===== src/rtl/qed_pkg.sv =====
// Shared types and constants for the SQED consistency checker.
package qed_pkg;

    typedef enum logic [1:0] {
        IDLE = 2'd0,
        SCAN = 2'd1,
        DONE = 2'd2
    } state_e;

    localparam int unsigned DUP_OFFSET = 16;
    localparam int unsigned NUM_REGS   = 32;
    localparam int unsigned REG_AW     = $clog2(NUM_REGS);
    localparam int unsigned IDX_W      = 4;

endpackage


===== src/rtl/qed_shadow_rf.sv =====
// Shadow copy of the architectural register file: one write port, two
// combinational read ports for the original/duplicate pair under test.
module qed_shadow_rf
    import qed_pkg::*;
(
    input  logic              clk,
    input  logic              rst,
    input  logic              we,
    input  logic [REG_AW-1:0] waddr,
    input  logic [31:0]       wdata,
    input  logic [REG_AW-1:0] raddr_a,
    output logic [31:0]       rdata_a,
    input  logic [REG_AW-1:0] raddr_b,
    output logic [31:0]       rdata_b
);

    logic [31:0] regs_q [NUM_REGS];
    logic [31:0] regs_d [NUM_REGS];

    always_comb begin
        regs_d = regs_q;
        // r0 is hardwired to zero, so its shadow never takes a write
        if (we && (waddr != '0)) begin
            regs_d[waddr] = wdata;
        end
    end

    always_ff @(posedge clk) begin
        if (rst) begin
            regs_q <= '{default: '0};
        end else begin
            regs_q <= regs_d;
        end
    end

    assign rdata_a = regs_q[raddr_a];
    assign rdata_b = regs_q[raddr_b];

endmodule


===== src/rtl/qed_consistency_check.sv =====
// Counts committed original/duplicate instructions and, once they balance,
// scans the shadow register file for original/duplicate pair mismatches.
module qed_consistency_check
    import qed_pkg::*;
#(
    parameter int unsigned CNT_W     = 16,
    parameter int unsigned NUM_PAIRS = 15
) (
    input  logic              clk,
    input  logic              rst,
    input  logic              ena,
    input  logic              wb_vld,
    input  logic              wb_dup,
    input  logic [REG_AW-1:0] wb_rd,
    input  logic [31:0]       wb_data,
    input  logic              commit_vld,
    input  logic              commit_dup,
    output logic              qed_ready,
    output logic              check_busy,
    output logic              check_done,
    output logic              check_fail,
    output logic [IDX_W-1:0]  fail_idx,
    output logic              cnt_ovf
);

    localparam logic [CNT_W-1:0] CntMax  = '1;
    localparam logic [CNT_W-1:0] CntOne  = CNT_W'(1);
    localparam logic [IDX_W-1:0] LastIdx = IDX_W'(NUM_PAIRS);

    state_e             state_q, state_d;
    logic [IDX_W-1:0]   idx_q, idx_d;
    logic [CNT_W-1:0]   orig_cnt_q, orig_cnt_d;
    logic [CNT_W-1:0]   dup_cnt_q, dup_cnt_d;
    logic               cnt_ovf_q, cnt_ovf_d;
    logic               qed_ready_q, qed_ready_d;
    logic               ready_prev_q;
    logic               check_fail_q, check_fail_d;
    logic [IDX_W-1:0]   fail_idx_q, fail_idx_d;

    logic [REG_AW-1:0]  rd_orig_addr, rd_dup_addr;
    logic [31:0]        rd_orig_data, rd_dup_data;
    logic               shadow_we;

    // The writeback tag is carried for visibility only; the register index
    // already distinguishes original from duplicate destinations.
    logic unused_wb_dup;
    assign unused_wb_dup = wb_dup;

    assign shadow_we    = wb_vld && ena;
    assign rd_orig_addr = REG_AW'(idx_q);
    assign rd_dup_addr  = rd_orig_addr + REG_AW'(DUP_OFFSET);

    qed_shadow_rf u_shadow_rf (
        .clk     (clk),
        .rst     (rst),
        .we      (shadow_we),
        .waddr   (wb_rd),
        .wdata   (wb_data),
        .raddr_a (rd_orig_addr),
        .rdata_a (rd_orig_data),
        .raddr_b (rd_dup_addr),
        .rdata_b (rd_dup_data)
    );

    always_comb begin
        orig_cnt_d = orig_cnt_q;
        dup_cnt_d  = dup_cnt_q;
        cnt_ovf_d  = cnt_ovf_q;
        if (commit_vld && ena) begin
            if (commit_dup) begin
                if (dup_cnt_q == CntMax) cnt_ovf_d = 1'b1;
                else                     dup_cnt_d = dup_cnt_q + CntOne;
            end else begin
                if (orig_cnt_q == CntMax) cnt_ovf_d  = 1'b1;
                else                      orig_cnt_d = orig_cnt_q + CntOne;
            end
        end
        qed_ready_d = (orig_cnt_q == dup_cnt_q) && (orig_cnt_q != '0) && !cnt_ovf_q;
    end

    always_comb begin
        state_d      = state_q;
        idx_d        = idx_q;
        check_fail_d = check_fail_q;
        fail_idx_d   = fail_idx_q;
        unique case (state_q)
            IDLE: begin
                if (ena && qed_ready_q && !ready_prev_q) begin
                    state_d = SCAN;
                    idx_d   = IDX_W'(1);
                end
            end
            SCAN: begin
                if (!ena) begin
                    state_d = IDLE;
                end else begin
                    // Only the first mismatch is recorded
                    if ((rd_orig_data != rd_dup_data) && !check_fail_q) begin
                        check_fail_d = 1'b1;
                        fail_idx_d   = idx_q;
                    end
                    if (idx_q == LastIdx) state_d = DONE;
                    else                  idx_d   = idx_q + IDX_W'(1);
                end
            end
            DONE: begin
                state_d = IDLE;
            end
            default: begin
                state_d = IDLE;
            end
        endcase
    end

    always_ff @(posedge clk) begin
        if (rst) begin
            state_q      <= IDLE;
            idx_q        <= '0;
            orig_cnt_q   <= '0;
            dup_cnt_q    <= '0;
            cnt_ovf_q    <= 1'b0;
            qed_ready_q  <= 1'b0;
            ready_prev_q <= 1'b0;
            check_fail_q <= 1'b0;
            fail_idx_q   <= '0;
        end else begin
            state_q      <= state_d;
            idx_q        <= idx_d;
            orig_cnt_q   <= orig_cnt_d;
            dup_cnt_q    <= dup_cnt_d;
            cnt_ovf_q    <= cnt_ovf_d;
            qed_ready_q  <= qed_ready_d;
            ready_prev_q <= qed_ready_q;
            check_fail_q <= check_fail_d;
            fail_idx_q   <= fail_idx_d;
        end
    end

    assign qed_ready  = qed_ready_q;
    assign check_busy = (state_q == SCAN);
    assign check_done = (state_q == DONE);
    assign check_fail = check_fail_q;
    assign fail_idx   = fail_idx_q;
    assign cnt_ovf    = cnt_ovf_q;

endmodule


===== config.mk =====
export PLATFORM = sky130hd
export DESIGN_NAME = qed_consistency_check
export DESIGN_NICKNAME = d
export VERILOG_FILES = /design/src/rtl/qed_pkg.sv /design/src/rtl/qed_shadow_rf.sv /design/src/rtl/qed_consistency_check.sv
export SDC_FILE = /design/constraint.sdc
export NUM_CORES = 2
export LEC_CHECK = 0
export CORE_MARGIN = 1.5
export CORE_UTILIZATION = 60
export CTS_CLUSTER_SIZE = 30
export DETAILED_ROUTE_END_ITERATION = 7
export GPL_TIMING_DRIVEN = 0
export HOLD_SLACK_MARGIN = 0.1
export PLACE_DENSITY = 0.77
export SETUP_SLACK_MARGIN = 0.02
export SLEW_MARGIN = 20
export SYNTH_ARGS = -nofsm -noshare
export SYNTH_HDL_FRONTEND = slang
export SYNTH_SLANG_ARGS = --single-unit

===== constraint.sdc =====
create_clock -name clk -period 3.4 [get_ports clk]
set_clock_uncertainty 0.2 [all_clocks]
set_input_delay 0.34 -clock clk [delete_from_list [all_inputs] [get_ports clk]]
set_output_delay 0.34 -clock clk [all_outputs]
set_load 0.1 [all_outputs]

==> Yosys cells after proc, flatten, opt, wreduce, memory -nomap -nowiden <==
Index checks and enable logic that the tools add are counted.
{ "totals": {"regBits": 1070, "input_bits": 44, "out_inout_bits": 9, "word_cells": 110} }
{ "classes": {"n_addsub": 4, "order_cmp": 4, "n_eq_ne": 12, "n_mux": 20, "bitwise_logic": 6, "reduce_logical": 23} }
{ "op_table": {"columns": ["cell", "count"], "rows": [
  ["1024-bit bitwise mux", 1],
  ["32-bit binary-select mux with 5-bit select", 2],
  ["32-bit demux with 5-bit select", 1],
  ["32-bit 2-to-1 mux", 5],
  ["16-bit by 1-bit adder with 16-bit output, second input constant", 2],
  ["16-bit == test, second input constant", 2],
  ["32-bit != test", 1],
  ["6-bit >= comparator, second input constant", 3],
  ["16-bit == test", 1],
  ["16-bit nonzero test", 1],
  ["4-bit 2-to-1 mux", 3],
  ["5-bit NOT with 6-bit output", 2],
  ["3-bit AND reduction", 4],
  ["1-bit logical AND", 9],
  ["4-bit one-hot mux with 2 select lines", 1],
  ["6-bit by 1-bit less-than comparator with 1-bit output, second input constant", 1],
  ["2-bit 2-to-1 mux", 3],
  ["2-bit != test, second input constant", 3],
  ["4-bit NOT with 6-bit output", 1],
  ["4-bit by 5-bit adder with 5-bit output, second input constant", 1],
  ["5-bit nonzero test", 1],
  ["4-bit by 1-bit adder with 4-bit output, second input constant", 1],
  ["4-bit == test, second input constant", 1],
  ["2-bit one-hot mux with 2 select lines", 1],
  ["other kinds (11)", 18]
]} }

==> Logic depth before layout (Yosys ltp) <==
{ "logic_depth": {"ltp_word": 8, "ltp_mapped": 14} }

==> Modules after synthesis <==
From an unflattened synthesis, not the netlist that was laid out.
{ "hier_totals": {"hier_cells": 7172, "area_unflattened_um2": 55483.2} }
{ "by_module_without_submodules": {"columns": ["module", "n_inst", "cells_each", "area_each_um2", "seq_area_each_um2"], "rows": [
  ["qed_shadow_rf", 1, 6848, 52630.5, 20499.7],
  ["qed_consistency_check", 1, 324, 2852.7, 920.9]
]} }

==> Worst setup path before layout <==
No wires, ideal clock.
{ "synth_path": {"path_type": "flip-flop to flip-flop", "start": "register idx_q[1]", "end": "register fail_idx_q[0] (netlist: fail_idx[0])", "t_arrival_ns": 2.704, "required_ns": 3.077, "slack_ns": 0.374, "stages_incl_launch_ff": 10, "n_path_buf": 2, "period_less_slack_ns": 3.026, "cell_sequence": "dfxtp_1 -> buf_4 -> buf_1 -> mux4_2 -> mux4_2 -> xor2_1 -> nor4_1 -> nand4_1 -> o211a_1 -> mux2i_1"} }
{ "synth_via": {"elab_chain_cells": 8, "elab_cells_between_ends": 12, "cone_classes": "add/sub (1); eq/ne (1); mux (6); bitwise (2); reduce/logical (2)"} }
{ "synth_lines": {"columns": ["item", "line", "rtl"], "rows": [
  ["start, declared", "qed_consistency_check.sv:31", "logic [IDX_W-1:0] idx_q, idx_d;"],
  ["start signal, assigned", "qed_consistency_check.sv:128", "idx_q <= idx_d;"],
  ["4-bit by 5-bit adder with 5-bit output", "qed_consistency_check.sv:51", "assign rd_dup_addr = rd_orig_addr + REG_AW'(DUP_OFFSET);"],
  ["5-bit NOT with 6-bit output (not written as such)", "qed_shadow_rf.sv:37", "assign rdata_b = regs_q[raddr_b];"],
  ["32-bit binary-select mux with 5-bit select", "qed_shadow_rf.sv:37", null],
  ["32-bit 2-to-1 mux (not written as such) (2 in a row)", "qed_shadow_rf.sv:37", null],
  ["32-bit != test *", "qed_consistency_check.sv:98", "if ((rd_orig_data != rd_dup_data) && !check_fail_q) begin"],
  ["1-bit logical AND *", "qed_consistency_check.sv:98", null],
  ["3-bit AND reduction (no source line) *", null, null],
  ["end signal, assigned", "qed_consistency_check.sv:135", "fail_idx_q <= fail_idx_d;"],
  ["end, declared", "qed_consistency_check.sv:38", "logic [IDX_W-1:0] fail_idx_q, fail_idx_d;"]
]} }
Mark *: on every way between the ends. The rest lies on a longest branch, timed or not. The select of a mux whose other input is x is not followed.
A chain may end at the register's enable or synchronous reset.

==> Final worst setup path <==
{ "layout_path": {"start": "register idx_q[2]", "end": "register fail_idx_q[0] (netlist: fail_idx[0])"} }
Same word-level chain as after synthesis.

==> summary.md <==
| Metric | Value |
|---|---|
| Outcome | finished with violations |
| Failing checks | design-rule violations, negative setup slack |
| Syn Std Cell Area | 45800 um2 |
| Synthesized netlist cell count | 5451 |
| Register bit count reported by yosys | about 1100 |
| Seq/Total Area, Yosys | 46.8% |
| DRT Pass-1 Iters | 8 |
| Share of the synthesized area in the top cell type | 46.8% |
| Period utilization | 117% |
| Gr busiest metal | met2 |
| CTS buffer count | roughly 110 |
| Via count | between 40000 and 50000 |
| Endpoints failing setup | 15 |
| Vias in the first global route | 40200 |
| Hold Fails Final Rpt | 0 |
| Num rows | around 100 |
| Cell variety after synth | 60 |
| Slew HR | around an eighth |
| Nature of the critical path startpoint | flip-flop |
| Commonest non-fill, non-tap cells in the layout | nand2_1, dfxtp_1, a21oi_1 |
| CP cell instances | buf_2, buf_4, inv_1, buf_6, buf_4, o21ai_0, nand2_1, xor2_1, nor4_4, nand4_1, o211a_4, mux2i_1 |
| Slowest stage cell on the critical path | buf_4 |
| Worst path arrival time | between 4000 and 5000 ps |
| Post-Route Setup TNS | -2890 ps |
| Most common cell on crit path | buf_4 |
| RSZ-0062 raised after global routing | yes |
| Worst-path clk slew | 60 ps |
| Reg power frac | a little under half |
| Die Span Y | ~280 um |
| Starting Density | 60.5% |
| # DRC | 14 |
| Ports | 53 |
| Global Route Usage Sum | about half |
| Final min period | just under 4000 ps |
| Worst skew pair latency | 710 ps |
| CP endpoint kind | flip-flop |
| Worst slew pin tran | approximately 1300 ps |
| Net Sw Power | between 6000 and 7000 uW |
| CTS tree | done |
| Leakage power | between 0.015 and 0.02 uW |
| Ys async rst share | 0% |
| First-pass GRT wire length | 278 mm |
| Routed WL | approximately 200 mm |
| Port bufs | 49 |
| Synth area leaders | dfxtp_1, nand2_1, a21oi_1 |
| Synth-to-Final Area Change | 16.1% |
| Pins Over Slew Limit | 0 |
| Min-Delay Path Class | in2reg |
| Drt via density | 6.61 |
| Gp weighted congestion | between 1 and 1.5 |
| Nets | approximately 5700 |
| GR Util met2 | a little over two thirds |
| DRT iter0 DRCs | 7484 |
| Die width | approximately 280 um |
| Met3 usage | 19.2% |
| CTS sink cnt | roughly 1100 |
| Fmax | roughly 250 MHz |
| Clock network fraction of total power | between 40% and 50% |
| Antenna violations before repair | 7 |
| Fillers | approximately 5900 |
| Syn_nets | around 5500 |
| GRT Residual Overflow | 0 |
| Share of layout cells above drive strength 1 | 11.3% |
| Die area | ~80000 um2 |
| PwrDens | 503 nW/um2 |
| Crit Path Max Fanout | 10 |
| CTS Buffer Depth | 3 |
| Synth Warn # | 0 |
| Final ANT Viol Nets | 0 |
| Top FF cell, synth | dfxtp_1 |
| Largest net degree at the start of global routing | 15 |
| Root buffer cell | clkbuf_16 |
| MaxCap Viol Count | 0 |
| GR Layer Usage met1 | between 60 and 70% |
| Worst hold margin | approximately 100 ps |
| Critical path type | reg2reg |
| Crit path required time | ~3800 ps |
| Gate power share | under 10% |
| Max VDD drop | between 0.0004 and 0.0005 V |
| Core area | ~76000 um2 |
| DP Worst Slack | -1770 ps |
| Mean Syn Cell Area | 8.40 um2 |
| CP peak stage delay | roughly 400 ps |
| Internal power | approximately 20000 uW |
| Commonest non-fill, non-tap cell in the layout | nand2_1 |
| Number of flops mapped to enable cells by yosys | 0 |
| Final WS setup | -572 ps |
| CTS H-tree lvls | 3 |
| Post-DR wirelength/cell | approximately 30 um |
| Switching share of total power | 24.4% |
| Placed wire-length estimate | approximately 140 mm |
| Yosys top cell by area | dfxtp_1 |
## worst max-delay path, delay by kind of cell, from the launching register on
family | cells | cell delay, ps
and+or+nand+nor | 3 | 780
AOI/OAI and AO/OA | 2 | 550
DFF | 1 | 290
muxes | 1 | 140
xor gates and xnor gates | 1 | 190
buffers and inverters | 5 | 1610
## area by class of cell
class / count / area [um2] / share of cell area [%]
flip-flops and latches: 1070 / 21400 / 40.3
repair buffers: 114 / 1150 / 2.16
diodes: 2 / 5.00 / 0.00941
plain buffers: 500 / 2860 / 5.37
clock inverters: 46 / 613 / 1.15
multi-input cells: 3868 / 22800 / 42.8
well taps: 978 / 1220 / 2.30
clock buffers: 150 / 3090 / 5.81
inverters: 12 / 45.0 / 0.0847
## registers in the layout, summed over array words and instances, names as in the netlist
signal              cells
u_shadow_rf.regs_q   1024
dup_cnt_q              16
orig_cnt_q             16
fail_idx                4
idx_q                   4
state_q                 2
check_fail              1
cnt_ovf                 1
qed_ready               1
ready_prev_q            1
## power by group through the flow
stage | combinational [uW] | sequential [uW] | clock, uW
2_1_floorplan | 604 | 12900 | 0
3_3_place_gp | 1220 | 12900 | 0
3_5_place_dp | 1230 | 12900 | 0
4_1_cts | 1300 | 12600 | 12500
5_1_grt | 1420 | 12600 | 13000
6_report | 1440 | 12600 | 12700
## synth_stat cells (12+ instances only)
cell type and count:
nand2b_1 12, nand2_1 2051, nand4_1 14, mux4_2 214
nor4_1 12, buf_6 22, nor2b_1 40, a22oi_1 19
xor2_1 48, nor2_1 91, xnor2_1 33, a221oi_1 44
mux2i_1 140, a21oi_1 1008, nand3_1 16, buf_2 28
clkbuf_1 432, dfxtp_1 1070, o21ai_0 21
## logic make-up after synthesis
family / after synthesis / synth area share [%]
and+or+nand+nor: 2281 / 19.5
muxes: 358 / 13.8
adders and majority gates: 4 / 0.109
buffers and inverters: 513 / 4.85
DFF: 1070 / 46.8
AOI/OAI and AO/OA: 1144 / 13.4
xor gates and xnor gates: 81 / 1.55
## metal layers
layer | part of all wire [%] | vias to the layer above
met5 | 0.069 | -
met4 | 10 | 12
met3 | 16 | 1002
met2 | 40 | 3752
met1 | 34 | 21000
li1 | - | 18800
## through the flow
stage / total power [uW] / instance area [um2] / cells / utilization (%)
floorplan: 13500 / 45800 / 5451 / -
global placement: 14100 / 47500 / 6478 / 62.8
detailed placement: 14100 / 47600 / 6479 / 62.8
CTS: 26400 / 52500 / 6703 / 69.3
global route: 27100 / 53200 / 6738 / 70.3
finish: 26800 / 53200 / 6740 / 70.3
## timing repair
item / CTS / global route
hold endpoints to repair: 2 / 0
pin swaps: 12 / 20
setup buffers: 26 / 36
gates resized for setup: 218 / 72
hold buffers: 2 / 0
setup endpoints to repair: 10 / 9
## path summary, 6_finish.rpt
kind / cells after the start / to / from / slack (ps)
worst max-delay path: 12 / fail_idx[0] / idx_q[2] / -570
worst min-delay path: 3 / u_shadow_rf.regs_q[844] / wb_data[12] / 100
worst max register to register: 12 / fail_idx[0] / idx_q[2] / -570
worst min register to register: 2 / u_shadow_rf.regs_q[259] / u_shadow_rf.regs_q[259] / 250
No activity file was read; power rests on OpenSTA's default activity.
